--- src/rtl/ttl_469_sequencer.sv ---
// Command sequencer for one cascaded 74469 up/down counter: turns LOAD/UP/DOWN/READ
// commands into LD_bar/CBI_bar/OE_bar strobes. Define TTL_469_SHADOW_CHECK_EN for a shadow-compare MISMATCH output.
module ttl_469_sequencer #(
  parameter int WIDTH  = 8,
  parameter int CWIDTH = 8,
  parameter int SETTLE = 2
) (
  input  logic              CK,
  input  logic              RST_bar,
  input  logic              CMD_VLD,
  output logic              CMD_RDY,
  input  logic [1:0]        CMD_OP,
  input  logic [WIDTH-1:0]  CMD_DATA,
  input  logic [CWIDTH-1:0] CMD_N,
  output logic [WIDTH-1:0]  RDATA,
  output logic              RVALID,
  output logic              WRAP,
  output logic              LD_bar,
  output logic              UD_bar,
  output logic              CBI_bar,
  output logic              OE_bar,
  output logic [WIDTH-1:0]  A,
  input  logic [WIDTH-1:0]  Y,
  input  logic              CBO_bar
`ifdef TTL_469_SHADOW_CHECK_EN
  ,
  output logic              MISMATCH
`endif
);

  // state    | meaning
  // IDLE     | CMD_RDY high, waiting for a command
  // LOAD     | LD_bar low for one cycle, A holds the load value
  // STEP     | CBI_bar low for N cycles (high throughout when N=0)
  // SETTLE   | OE_bar low, waiting for Y to become valid
  // CAPTURE  | RDATA just captured, RVALID high, OE_bar released
  typedef enum logic [2:0] {
    S_IDLE,
    S_LOAD,
    S_STEP,
    S_SETTLE,
    S_CAPTURE
  } state_t;

  localparam int SW = (SETTLE > 1) ? $clog2(SETTLE) : 1;

  state_t            state, state_nxt;
  logic [CWIDTH-1:0] rem, rem_nxt;
  logic [SW-1:0]     settle_cnt, settle_cnt_nxt;
  logic              cmd_rdy_nxt;
  logic              ld_bar_nxt;
  logic              ud_bar_nxt;
  logic              cbi_bar_nxt;
  logic              oe_bar_nxt;
  logic [WIDTH-1:0]  a_nxt;
  logic [WIDTH-1:0]  rdata_nxt;
  logic              rvalid_nxt;
  logic              wrap_nxt;
`ifdef TTL_469_SHADOW_CHECK_EN
  logic [WIDTH-1:0]  shadow, shadow_nxt;
  logic              mismatch_nxt;
`endif

  always_ff @(posedge CK) begin
    if (!RST_bar) begin
      state      <= S_IDLE;
      rem        <= '0;
      settle_cnt <= '0;
      CMD_RDY    <= 1'b1;
      LD_bar     <= 1'b1;
      UD_bar     <= 1'b0;
      CBI_bar    <= 1'b1;
      OE_bar     <= 1'b1;
      A          <= '0;
      RDATA      <= '0;
      RVALID     <= 1'b0;
      WRAP       <= 1'b0;
`ifdef TTL_469_SHADOW_CHECK_EN
      shadow     <= '0;
      MISMATCH   <= 1'b0;
`endif
    end else begin
      state      <= state_nxt;
      rem        <= rem_nxt;
      settle_cnt <= settle_cnt_nxt;
      CMD_RDY    <= cmd_rdy_nxt;
      LD_bar     <= ld_bar_nxt;
      UD_bar     <= ud_bar_nxt;
      CBI_bar    <= cbi_bar_nxt;
      OE_bar     <= oe_bar_nxt;
      A          <= a_nxt;
      RDATA      <= rdata_nxt;
      RVALID     <= rvalid_nxt;
      WRAP       <= wrap_nxt;
`ifdef TTL_469_SHADOW_CHECK_EN
      shadow     <= shadow_nxt;
      MISMATCH   <= mismatch_nxt;
`endif
    end
  end

  always_comb begin
    state_nxt      = state;
    rem_nxt        = rem;
    settle_cnt_nxt = settle_cnt;
    cmd_rdy_nxt    = CMD_RDY;
    ld_bar_nxt     = LD_bar;
    ud_bar_nxt     = UD_bar;
    cbi_bar_nxt    = CBI_bar;
    oe_bar_nxt     = OE_bar;
    a_nxt          = A;
    rdata_nxt      = RDATA;
    rvalid_nxt     = 1'b0;
    wrap_nxt       = WRAP;
`ifdef TTL_469_SHADOW_CHECK_EN
    shadow_nxt     = shadow;
    mismatch_nxt   = 1'b0;
`endif

    case (state)
      S_IDLE: begin
        if (CMD_VLD && CMD_RDY) begin
          cmd_rdy_nxt = 1'b0;
          case (CMD_OP)
            2'b00: begin
              state_nxt  = S_LOAD;
              ld_bar_nxt = 1'b0;
              a_nxt      = CMD_DATA;
            end
            2'b01, 2'b10: begin
              // N=0 still passes through STEP for one cycle, with CBI_bar kept high
              state_nxt   = S_STEP;
              ud_bar_nxt  = CMD_OP[1];
              wrap_nxt    = 1'b0;
              rem_nxt     = CMD_N;
              cbi_bar_nxt = (CMD_N == '0);
            end
            default: begin
              state_nxt      = S_SETTLE;
              oe_bar_nxt     = 1'b0;
              settle_cnt_nxt = SW'(SETTLE - 1);
            end
          endcase
        end
      end

      S_LOAD: begin
        state_nxt   = S_IDLE;
        ld_bar_nxt  = 1'b1;
        cmd_rdy_nxt = 1'b1;
`ifdef TTL_469_SHADOW_CHECK_EN
        shadow_nxt  = A;
`endif
      end

      S_STEP: begin
        if (!CBO_bar) begin
          wrap_nxt = 1'b1;
        end
`ifdef TTL_469_SHADOW_CHECK_EN
        if (!CBI_bar) begin
          shadow_nxt = UD_bar ? (shadow - WIDTH'(1)) : (shadow + WIDTH'(1));
        end
`endif
        if (rem <= CWIDTH'(1)) begin
          state_nxt   = S_IDLE;
          cbi_bar_nxt = 1'b1;
          cmd_rdy_nxt = 1'b1;
          rem_nxt     = '0;
        end else begin
          rem_nxt = rem - CWIDTH'(1);
        end
      end

      S_SETTLE: begin
        if (settle_cnt == '0) begin
          state_nxt    = S_CAPTURE;
          rdata_nxt    = Y;
          rvalid_nxt   = 1'b1;
          oe_bar_nxt   = 1'b1;
`ifdef TTL_469_SHADOW_CHECK_EN
          mismatch_nxt = (Y != shadow);
`endif
        end else begin
          settle_cnt_nxt = settle_cnt - SW'(1);
        end
      end

      S_CAPTURE: begin
        state_nxt   = S_IDLE;
        cmd_rdy_nxt = 1'b1;
      end

      default: begin
        state_nxt   = S_IDLE;
        cmd_rdy_nxt = 1'b1;
        ld_bar_nxt  = 1'b1;
        cbi_bar_nxt = 1'b1;
        oe_bar_nxt  = 1'b1;
      end
    endcase
  end

endmodule

--- config.mk ---
export PLATFORM = sky130hd
export DESIGN_NAME = ttl_469_sequencer
export DESIGN_NICKNAME = d
export VERILOG_FILES = /design/src/rtl/ttl_469_sequencer.sv
export SDC_FILE = /design/constraint.sdc
export NUM_CORES = 1
export LEC_CHECK = 0
export ABC_AREA = 1
export CORE_UTILIZATION = 50
export CTS_CLUSTER_DIAMETER = 60
export DETAILED_ROUTE_END_ITERATION = 10
export GPL_ROUTABILITY_DRIVEN = 1
export PLACE_DENSITY_LB_ADDON = 0.2
export SYNTH_ARGS = -nofsm -noshare
export SYNTH_HDL_FRONTEND = slang
export SYNTH_SLANG_ARGS = --single-unit
--- constraint.sdc ---
create_clock -name CK -period 2 [get_ports CK]
set_input_delay 0.4 -clock CK [delete_from_list [all_inputs] [get_ports CK]]
set_output_delay 0.4 -clock CK [all_outputs]
set_load 0.02 [all_outputs]
==> metrics.txt <==
cts bufs inserted=5; Core ar.=3390 µm²; Initial Utilization=0.530; crit path launch type=flop; total gr overflow=0; Unique masters post-synth=23; LEAKAGE=0.00115 µW; VDD IR max=0.000717 V; wire length of the first global-routing pass=6890 µm; Buffers & Inverters on Critical Path=1; layout cell share with drive strength beyond 1=0.0862; sequential area share after synthesis=0.390; GRT Total Usage=0.246; period utilization=0.867; Slowest-stage cell, CP=clkdlybuf4s50_1; clock slew at the register clock pins of the worst setup and hold paths=110 ps; min cycle time layout=1730 ps; critical path class=flop to primary output; leading area contributor after synthesis=dfxtp_1; fin nets=358; R2R setup slack=450 ps; Pint=1850 µW; Logic pwr share=0.565; largest net degree at the start of global routing=16; routed via count=1789; WL per Instance=11.2 µm; ANT cells=0; post-synth net total=300; Net Sw Frac=0.464; CP peak stage delay=620 ps; power per cell area=1410 nW/µm²; placed insts=363; CTS tree=built; worst r2r path cells=11; area growth from synthesis to layout=36.3%; IO Pins=53; final hold violation count=0; aggregate routed wire length=4160 µm; ranking of synthesized cells by area=dfxtp_1, nor2_1, nand2_1; port buffer count=52; syn_area_per_cell=6.75 µm²; Layout Utilization=0.722; CP arrival=1330 ps; Setup Buffers After CTS=0; hold path start=OE_bar; CTS HTree Levels=2; post-synth top area share=0.390; Hold Path End=OE_bar; Root Buffer=clkbuf_4; Clock Power Share=0.128; Routed Antenna Nets=0; Syn Inst Count=266; post_cts resized=0; commonest non-fill, non-tap cell in the layout=nor2_1; post-synthesis cell area=1800 µm²; worst path cell trace=clkdlybuf4s50_1; max-cap violation count=0; Worst Hold Slack=478 ps; critical path required time=1600 ps; Slew Limit Fails=0; HP Class=flop to flop; Die X=61.9 µm; worst r2r src=rem[0]; status=completed; instance count on the critical path=1; drt pass-1 iters=5; initial antenna violation count=0; Worst-Skew Late Latency=330 ps; Die Y=61.9 µm; register share of total power=0.307; Crit. End Element=primary output; CTS Buffer Depth=2; Slew headroom=0.821; FP Rows=21; Die Area=3840 µm²; most frequent cells in the layout=nor2_1, nand2_1, clkdlybuf4s50_1, dfxtp_1, inv_1; Ys Warns=0; dpl ws=-9.49 ps; final setup margin=266 ps; Vias per Instance=4.82; CTS hold repair buffers=0; Max Freq=577 MHz; Final setup viols=0; DRC=0; Net Sw Power=1600 µW; RSZ-0062 raised after global routing=false; DRT iter0 DRCs=121; r2r endpoint=CMD_RDY; Final GP Congestion=0.850; Slew @ Worst Pin=268 ps; clock sinks=35; vias in the first global route=1595; DP HPWL=3150 µm; crit-path max FO=4; Non-Filler Instances=371; Setup Skew=6.57 ps; Hold Path Cell Cnt=2; crit-path leading delay family=buffers and inverters; Yosys reg bits=35
-- worst register-to-register path, cell delays in order (launching register included) --
cell and delay (ps):
dfxtp_1 350, inv_1 100, ha_1 290, inv_1 60
nand2_1 60, nand2_1 40, nor2_1 190, nor2_4 90
nor2_2 110, nand2_1 60, nand2_1 50, nand2_1 40
-- through the flow --
| stage | area (µm²) | TNS, ps | total power (µW) |
|---|---|---|---|
| final | 2450 | 0 | 3450 |
| after floorplan | 1800 | 0 | 2500 |
| after global placement | 2380 | 0 | 2970 |
| after global routing | 2450 | 0 | 3790 |
| after detailed placement | 2380 | -9.49 | 3020 |
| after CTS | 2450 | 0 | 3470 |
-- kinds of logic (layout without fill, tap and decap cells) --
group,Yosys count,count (layout),share of synthesized area
AND/OR/NAND/NOR,155,155,0.398
buffers and inverters,38,97,0.0836
flip-flops,35,35,0.390
AO/OA/AOI/OAI,32,32,0.0905
adder cells (fa/ha/maj),4,4,0.0279
XOR/XNOR,2,2,0.00975
-- final cells by class --
type                            count  area, µm²
Inverter                           34        133
Tap cell                           46       57.6
Multi-Input combinational cell    193        946
Timing Repair Buffer               55        543
Clock buffer                        8       68.8
Sequential cell                    35        701
Fill cell                         280        941
-- metal layers --
layer | wire length (µm) | global-route usage | part of all wire
met1 | 1890 | 0.319 | 0.45
met2 | 1890 | 0.384 | 0.45
met3 | 336 | 0.0870 | 0.081
met4 | 46 | 0.0730 | 0.011
met5 | 0 | 0 | 0
-- power by group through the flow --
stage | Sequential [µW] | Clock [µW] | Combinational [µW]
after floorplan | 1150 | 0 | 1350
after global placement | 1070 | 0 | 1900
after detailed placement | 1070 | 0 | 1950
after CTS | 1060 | 456 | 1960
after global routing | 1090 | 477 | 2220
final | 1060 | 442 | 1950
-- cell usage after synthesis, drive strengths merged --
| cell | count |
|---|---|
| nand4 | 3 |
| inv | 33 |
| nand3 | 25 |
| o21ai | 22 |
| ha | 4 |
| buf | 3 |
| a21oi | 9 |
| dfxtp | 35 |
| o21bai | 1 |
| nor2 | 67 |
| clkinv | 1 |
| clkbuf | 1 |
| nand2 | 60 |
| xor2 | 2 |
-- how the worst max path moves through the flow --
stage | startpoint | endpoint
after floorplan | CMD_OP[1] | rem[1]
after global placement | CMD_OP[1] | rem[1]
after detailed placement | CMD_OP[1] | rem[1]
after CTS | CMD_RDY | CMD_RDY
final | CMD_RDY | CMD_RDY
after global routing | CMD_RDY | CMD_RDY
-- flip-flops by register name, summed over array words and instances, names as in the netlist --
name and count:
A 8, CBI_bar 1, CMD_RDY 1, LD_bar 1, OE_bar 1, RDATA 8
RVALID 1, UD_bar 1, WRAP 1, rem 8, settle_cnt 1, state 3
No activity file was read; power rests on OpenSTA's default activity.
